<file path="src/rtl/regfile_write_arbiter.sv">
// Round-robin arbiter sharing the register-file write port among NUM_REQ write-back sources.
// A winner is picked each unstalled cycle; its address/data are registered toward the register file.

module regfile_write_arbiter_lane #(
  parameter int NUM_REQ = 4,
  parameter int IDX_W   = 2,
  parameter int LANE    = 0
) (
  input  logic [NUM_REQ-1:0] req,
  input  logic [IDX_W-1:0]   ptr,
  output logic               win
);
  // Lane wins when it requests and no requester closer to ptr (cyclically) also requests.
  always_comb begin
    logic [IDX_W-1:0] d_self;
    logic [IDX_W-1:0] d_j;
    logic             blocked;
    d_self  = IDX_W'(LANE) - ptr;
    d_j     = '0;
    blocked = 1'b0;
    for (int j = 0; j < NUM_REQ; j++) begin
      d_j = IDX_W'(j) - ptr;
      if (req[j] && (d_j < d_self)) blocked = 1'b1;
    end
    win = req[LANE] && !blocked;
  end
endmodule

module regfile_write_arbiter #(
  parameter  int NUM_REQ = 4,
  parameter  int DATA_W  = 32,
  parameter  int ADDR_W  = 5,
  localparam int IDX_W   = $clog2(NUM_REQ)
) (
  input  logic                      clk,
  input  logic                      reset,
  input  logic [NUM_REQ-1:0]        req,
  input  logic [NUM_REQ*ADDR_W-1:0] req_addr,
  input  logic [NUM_REQ*DATA_W-1:0] req_data,
  input  logic                      stall,
  output logic [NUM_REQ-1:0]        gnt,
  output logic                      rf_write,
  output logic [ADDR_W-1:0]         rf_addr,
  output logic [DATA_W-1:0]         rf_data,
  output logic [IDX_W-1:0]          last_id
);
  typedef struct packed {
    logic [ADDR_W-1:0] addr;
    logic [DATA_W-1:0] data;
  } wr_t;

  logic [IDX_W-1:0]   ptr;
  logic [NUM_REQ-1:0] win;
  wr_t  [NUM_REQ-1:0] lane_wr;
  wr_t                sel_wr;
  logic [IDX_W-1:0]   w_idx;
  logic               accept;

  for (genvar i = 0; i < NUM_REQ; i++) begin : g_lane
    assign lane_wr[i] = '{addr: req_addr[i*ADDR_W +: ADDR_W], data: req_data[i*DATA_W +: DATA_W]};
    regfile_write_arbiter_lane #(.NUM_REQ(NUM_REQ), .IDX_W(IDX_W), .LANE(i)) u_lane (
      .req (req),
      .ptr (ptr),
      .win (win[i])
    );
  end

  assign gnt    = (reset || stall) ? '0 : win;
  assign accept = |gnt;

  // gnt is one-hot, so an OR-reduction acts as the select mux and encoder.
  always_comb begin
    sel_wr = '0;
    w_idx  = '0;
    for (int i = 0; i < NUM_REQ; i++) begin
      if (gnt[i]) begin
        sel_wr = sel_wr | lane_wr[i];
        w_idx  = w_idx | IDX_W'(i);
      end
    end
  end

  always_ff @(posedge clk) begin
    if (reset) begin
      ptr      <= '0;
      rf_write <= 1'b0;
      rf_addr  <= '0;
      rf_data  <= '0;
      last_id  <= '0;
    end else if (accept) begin
      ptr      <= w_idx + IDX_W'(1);
      rf_write <= (sel_wr.addr != '0);
      rf_addr  <= sel_wr.addr;
      rf_data  <= sel_wr.data;
      last_id  <= w_idx;
    end else begin
      rf_write <= 1'b0;
    end
  end
endmodule

</file>
<file path="config.mk">
export PLATFORM = sky130hd
export DESIGN_NAME = regfile_write_arbiter
export DESIGN_NICKNAME = d
export VERILOG_FILES = /design/src/rtl/regfile_write_arbiter.sv
export SDC_FILE = /design/constraint.sdc
export NUM_CORES = 1
export LEC_CHECK = 0
export ABC_AREA = 1
export CAP_MARGIN = 30
export CORE_AREA = 2 2 91 93
export CTS_CLUSTER_SIZE = 14
export DETAILED_ROUTE_END_ITERATION = 16
export DIE_AREA = 0 0 93 95
export GPL_ROUTABILITY_DRIVEN = 0
export HOLD_SLACK_MARGIN = 0.06
export PLACE_DENSITY = 0.85
export SLEW_MARGIN = 20
export SYNTH_ARGS = -nofsm -noshare
export SYNTH_HDL_FRONTEND = slang
export SYNTH_SLANG_ARGS = --single-unit
</file>
<file path="constraint.sdc">
create_clock -name clk -period 4.5 [get_ports clk]
set_input_delay 1.35 -clock clk [delete_from_list [all_inputs] [get_ports clk]]
set_output_delay 1.35 -clock clk [all_outputs]
set_load 0.01 [all_outputs]
</file>
# --- After elaboration in Yosys (flattened, before gate mapping) ---
# Cells that the tools add are included.
word_totals:
  regBits: 42
  in_bits: 155
  out_inout_bits: 44
  wordCells: 82
classes:
  addsub: 5
  magnitude_cmp: 16
  n_mux: 24
  bitwise: 4
  n_reduce_logical: 28
op_table:
  columns: ["operator", "n"]
  rows:
  - ["2-to-1 mux 37 bit", 4]
  - ["OR 37 bit", 3]
  - ["less-than comparator 2 bit", 16]
  - ["logical AND 1 bit", 20]
  - ["2-to-1 mux 1 bit", 17]
  - ["nonzero test 5 bit", 1]
  - ["zero test 1 bit", 4]
  - ["2-to-1 mux 2 bit", 2]
  - ["2-to-1 mux 4 bit", 1]
  - ["OR reduction 4 bit", 1]
  - ["subtractor 1 x 2 -> 2 bit, first input constant", 2]
  - ["subtractor 2 bit, first input constant", 2]
  - ["adder 2 x 1 -> 2 bit, second input constant", 1]
  - ["OR reduction 2 bit", 1]
  - ["logical OR 1 bit", 1]
  - ["NOT 1 bit", 1]

# --- Longest topological paths before layout ---
depth:
  word_depth: 18
  ltp_mapped: 13
  depth_no_buf: 12

# --- Modules after synthesis ---
# Synthesis repeated with hierarchy kept, for this count alone.
unflattened:
  cells_unflattened: 476
  hier_area_um2: 2790.2
by_module_without_submodules:
  columns: ["module", "n_inst", "cells_each", "area_per_inst_um2", "seq_area_each_um2"]
  rows:
  - ["regfile_write_arbiter", 1, 440, 2612.5, 840.8]
  - ["regfile_write_arbiter_lane (g_lane[0].u_lane)", 1, 11, 61.3, 0.0]
  - ["regfile_write_arbiter_lane (g_lane[2].u_lane)", 1, 10, 57.6, 0.0]
  - ["regfile_write_arbiter_lane (g_lane[3].u_lane)", 1, 9, 33.8, 0.0]
  - ["regfile_write_arbiter_lane (g_lane[1].u_lane)", 1, 6, 25.0, 0.0]

# --- Least setup slack after synthesis ---
# OpenSTA, ideal clock, no wires.
synth_timing:
  path_type: "input to output"
  start: "input reset"
  end: "output gnt[3]"
  arrival_ps: 2082
  t_required_ps: 3150
  path_slack_ps: 1068
  path_stages: 7
  cell_sequence: "buf_6 nor2_8 nand2_2 nor2_4 nand2_4 inv_8 buf_8"
synth_via:
  elab_chain_cells: 2
synth_rtl:
  columns: ["element", "line_no", "rtl"]
  rows:
  - ["start: declaration", "36", "input logic reset,"]
  - ["logical OR 1 bit", "68", "assign gnt = (reset || stall) ? '0 : win;"]
  - ["2-to-1 mux 4 bit", "68", null]
  - ["end: declaration", "41", "output logic [NUM_REQ-1:0] gnt,"]
# Every way passes these cells.

# --- Worst setup path after layout ---
layout_timing:
  start: "input stall"
  end: "output gnt[3]"
layout_via:
  elab_chain_cells: 2
layout_rtl:
  columns: ["element", "line_no", "rtl"]
  rows:
  - ["start: declaration", "40", "input logic stall,"]
  - ["logical OR 1 bit", "68", null]
  - ["2-to-1 mux 4 bit", "68", null]
# Every way passes these cells.

==> impl_metrics.ini <==
[worst_hold_path]
holdCritPathClass = reg -> reg

[floorplanning]
io-pin-count = 199
core_mm2 = 0.00793
start_util_pct = 37.5
die_h_um = 95
dieArea_mm2 = 0.00884
die_w_um = 93
rows = 33

[logic_synthesis]
ys_warn_count = 0
ys_seq_area_share_pct = 28.3
syn_area_per_cell_um2 = 6.29
netlist_instances = 472
syn_area_mm2 = 0.00297
synth_cell_type_count = 26
syn_nets = 631
ys_seq_elements = 42

[layout]
fin_area_mm2 = 0.00502
n_fill_cell = 694
final_core_util_pct = 63.3
ff_latch_area_um2 = 841
fin_nets = 815
drive_gt1_share_pct = 9.45
multi_input_area_mm2 = 0.00182
synthToLayoutAreaGrowth_pct = 68.9
diodes = 0

[setup_path]
cp_top_family = buffers and inverters
crit_top_cell = clkdlybuf4s50_1
worstPathMaxFanout = 5
arrival_ps = 3040
start_kind = input pin
critPathCaptureType = primary output
slowest_stage = clkdlybuf4s50_1
crit_type = in -> out
crit_chain = clkdlybuf4s50_1 > nor2_8 > nand2_2 > nor2_4 > nand2_4 > inv_8 > clkdlybuf4s50_1
crit_buf_inv = 3
critPathMaxStageDelay_ps = 550
crit_required_ps = 3150

[clock_network]
cts_root_buffer = clkbuf_8
cts_setup_buffers = 0
clock_latency_ps = 290
clockBufferDepth = 2
post_cts_resized = 0
cts_buffers = 5
cts.htree.levels = 2
cts_tree = done
postCtsHoldBufs = 0
clkTransAtPathRegs_ps = 70
clock-sinks = 42

[route]
dr.pass1.iters = 4
dr.first_iter.drc_count = 129
viasPerCell = 4.77
drcViolationCount = 0
wl_per_cell_um = 13.5
vias = 3632
wl_um = 10300
drtAntennaViolNets = 0

[placed_design]
port_buffers = 198
dpl.hpwl_um = 7750
postPlaceCellArea_mm2 = 0.00490
post-place-ws_ps = 97.2

[global_routing]
grt_start_max_net_pins = 42
grt_antenna_before_repair = 0
grt_pass1_vias = 3405
grt_pass1_wl_um = 15800
grt-ovfl-total = 0
grt_usage_pct = 22.4

[power]
leakage_nw = 2.17
peakVddDrop_v = 0.000131
power_density_mw_per_mm2 = 212

[job]
cap_violations = 0

[timing]
fin_crit_ps = 4390
setup_tns_ps = 0
finalHoldViolCount = 0
maxSlewHeadroom_pct = 62.5
slew_violations = 0
max_freq_ghz = 0.228
rsz0062_at_grt = no
tightest_slew_ps = 562
layout_setup_ws_ps = 105
period_share_pct = 97.7
fin_skew_ps = 13.2
setup_viol = 0

[outcome]
outcome = completed
[power breakdown]
| group | internal, mW | leakage [nW] | switching [mW] |
|---|---|---|---|
| Clock | 0.178 | 0.0573 | 0.124 |
| Combinational | 0.206 | 1.77 | 0.143 |
| Sequential | 0.399 | 0.343 | 0.0145 |
| Total | 0.783 | 2.17 | 0.281 |
[worst register-to-register path: cells and delay by family (launching register included)]
| family | cells | cell delay [ps] |
|---|---|---|
| adder cells (fa/ha/maj) | 1 | 320 |
| AO/OA/AOI/OAI | 2 | 480 |
| flip-flops | 1 | 440 |
| AND/OR/NAND/NOR | 3 | 790 |
| buffers and inverters | 2 | 390 |
[per-stage QoR]
stage               cells  power, mW  hold WS (ps)
global route          761       1.12           510
detailed placement    754      0.771           469
global placement      754      0.764           455
floorplan             472      0.558           483
CTS                   761       1.07           481
finish                761       1.06           480
[layer usage]
layer,vias up,wire (um),global-route usage [%]
li1,1841,-,-
met1,1620,3900,24.1
met3,17,862,6.23
met2,154,5360,42.9
met5,-,0,0
met4,0,193,5.76
[final cells by class]
| cell class | instances | area share (%) |
|---|---|---|
| Multi-Input combinational cell | 381 | 36.2 |
| Inverter | 22 | 1.85 |
| Timing Repair Buffer | 204 | 40.3 |
| Sequential cell | 42 | 16.8 |
| Clock inverter | 1 | 0.599 |
| Tap cell | 105 | 2.62 |
| Clock buffer | 6 | 1.65 |
[cell families after synthesis]
group	Yosys count	share of synthesized area, %
AO/OA/AOI/OAI	46	10.5
adder cells (fa/ha/maj)	4	1.68
buffers and inverters	49	10.5
flip-flops	42	28.3
AND/OR/NAND/NOR	331	48.9
[cells in the mapped netlist]
cell	n	area, um^2
nand2_1	213	800
buf_2	8	40.0
dfxtp_1	42	841
nand3_2	1	10.0
inv_8	1	11.3
o21ai_2	1	8.76
nand3_1	48	240
ha_1	4	50.1
buf_8	3	45.0
a21oi_1	20	100
buf_6	8	90.1
clkbuf_1	4	15.0
buf_4	4	30.0
nor2_1	46	173
nor3_4	1	16.3
nor2_2	2	12.5
nand2_2	11	68.8
nor2_4	3	33.8
o21ai_1	2	10.0
nor2_8	3	60.1
nand2_4	2	22.5
inv_1	20	75.1
inv_4	1	6.26
nand3_4	1	17.5
a21oi_2	21	184
o21ai_0	2	10.0
[worst paths after layout]
| check | to | slack [ps] | cells after the start | start |
|---|---|---|---|---|
| max | gnt[3] | 110 | 7 | stall |
| min | last_id[0] | 480 | 2 | last_id[0] |
| max reg2reg | rf_data[23] | 2010 | 8 | ptr[1] |
| min reg2reg | last_id[0] | 480 | 2 | last_id[0] |
[cell usage in the layout (no fill, tap or decap), types with 4 or more instances in the layout]
cell type,count
nand2_1,213
clkdlybuf4s50_1,197
nand3_1,48
nor2_1,46
dfxtp_1,42
a21oi_2,21
inv_1,20
a21oi_1,20
nand2_2,11
clkbuf_8,6
buf_4,6
ha_1,4
[state kept, by name, indices dropped and copies added (netlist names)]
name / flops
last_id: 2
ptr: 2
rf_addr: 5
rf_data: 32
rf_write: 1
Note: power is estimated with default switching activity, not from simulation.
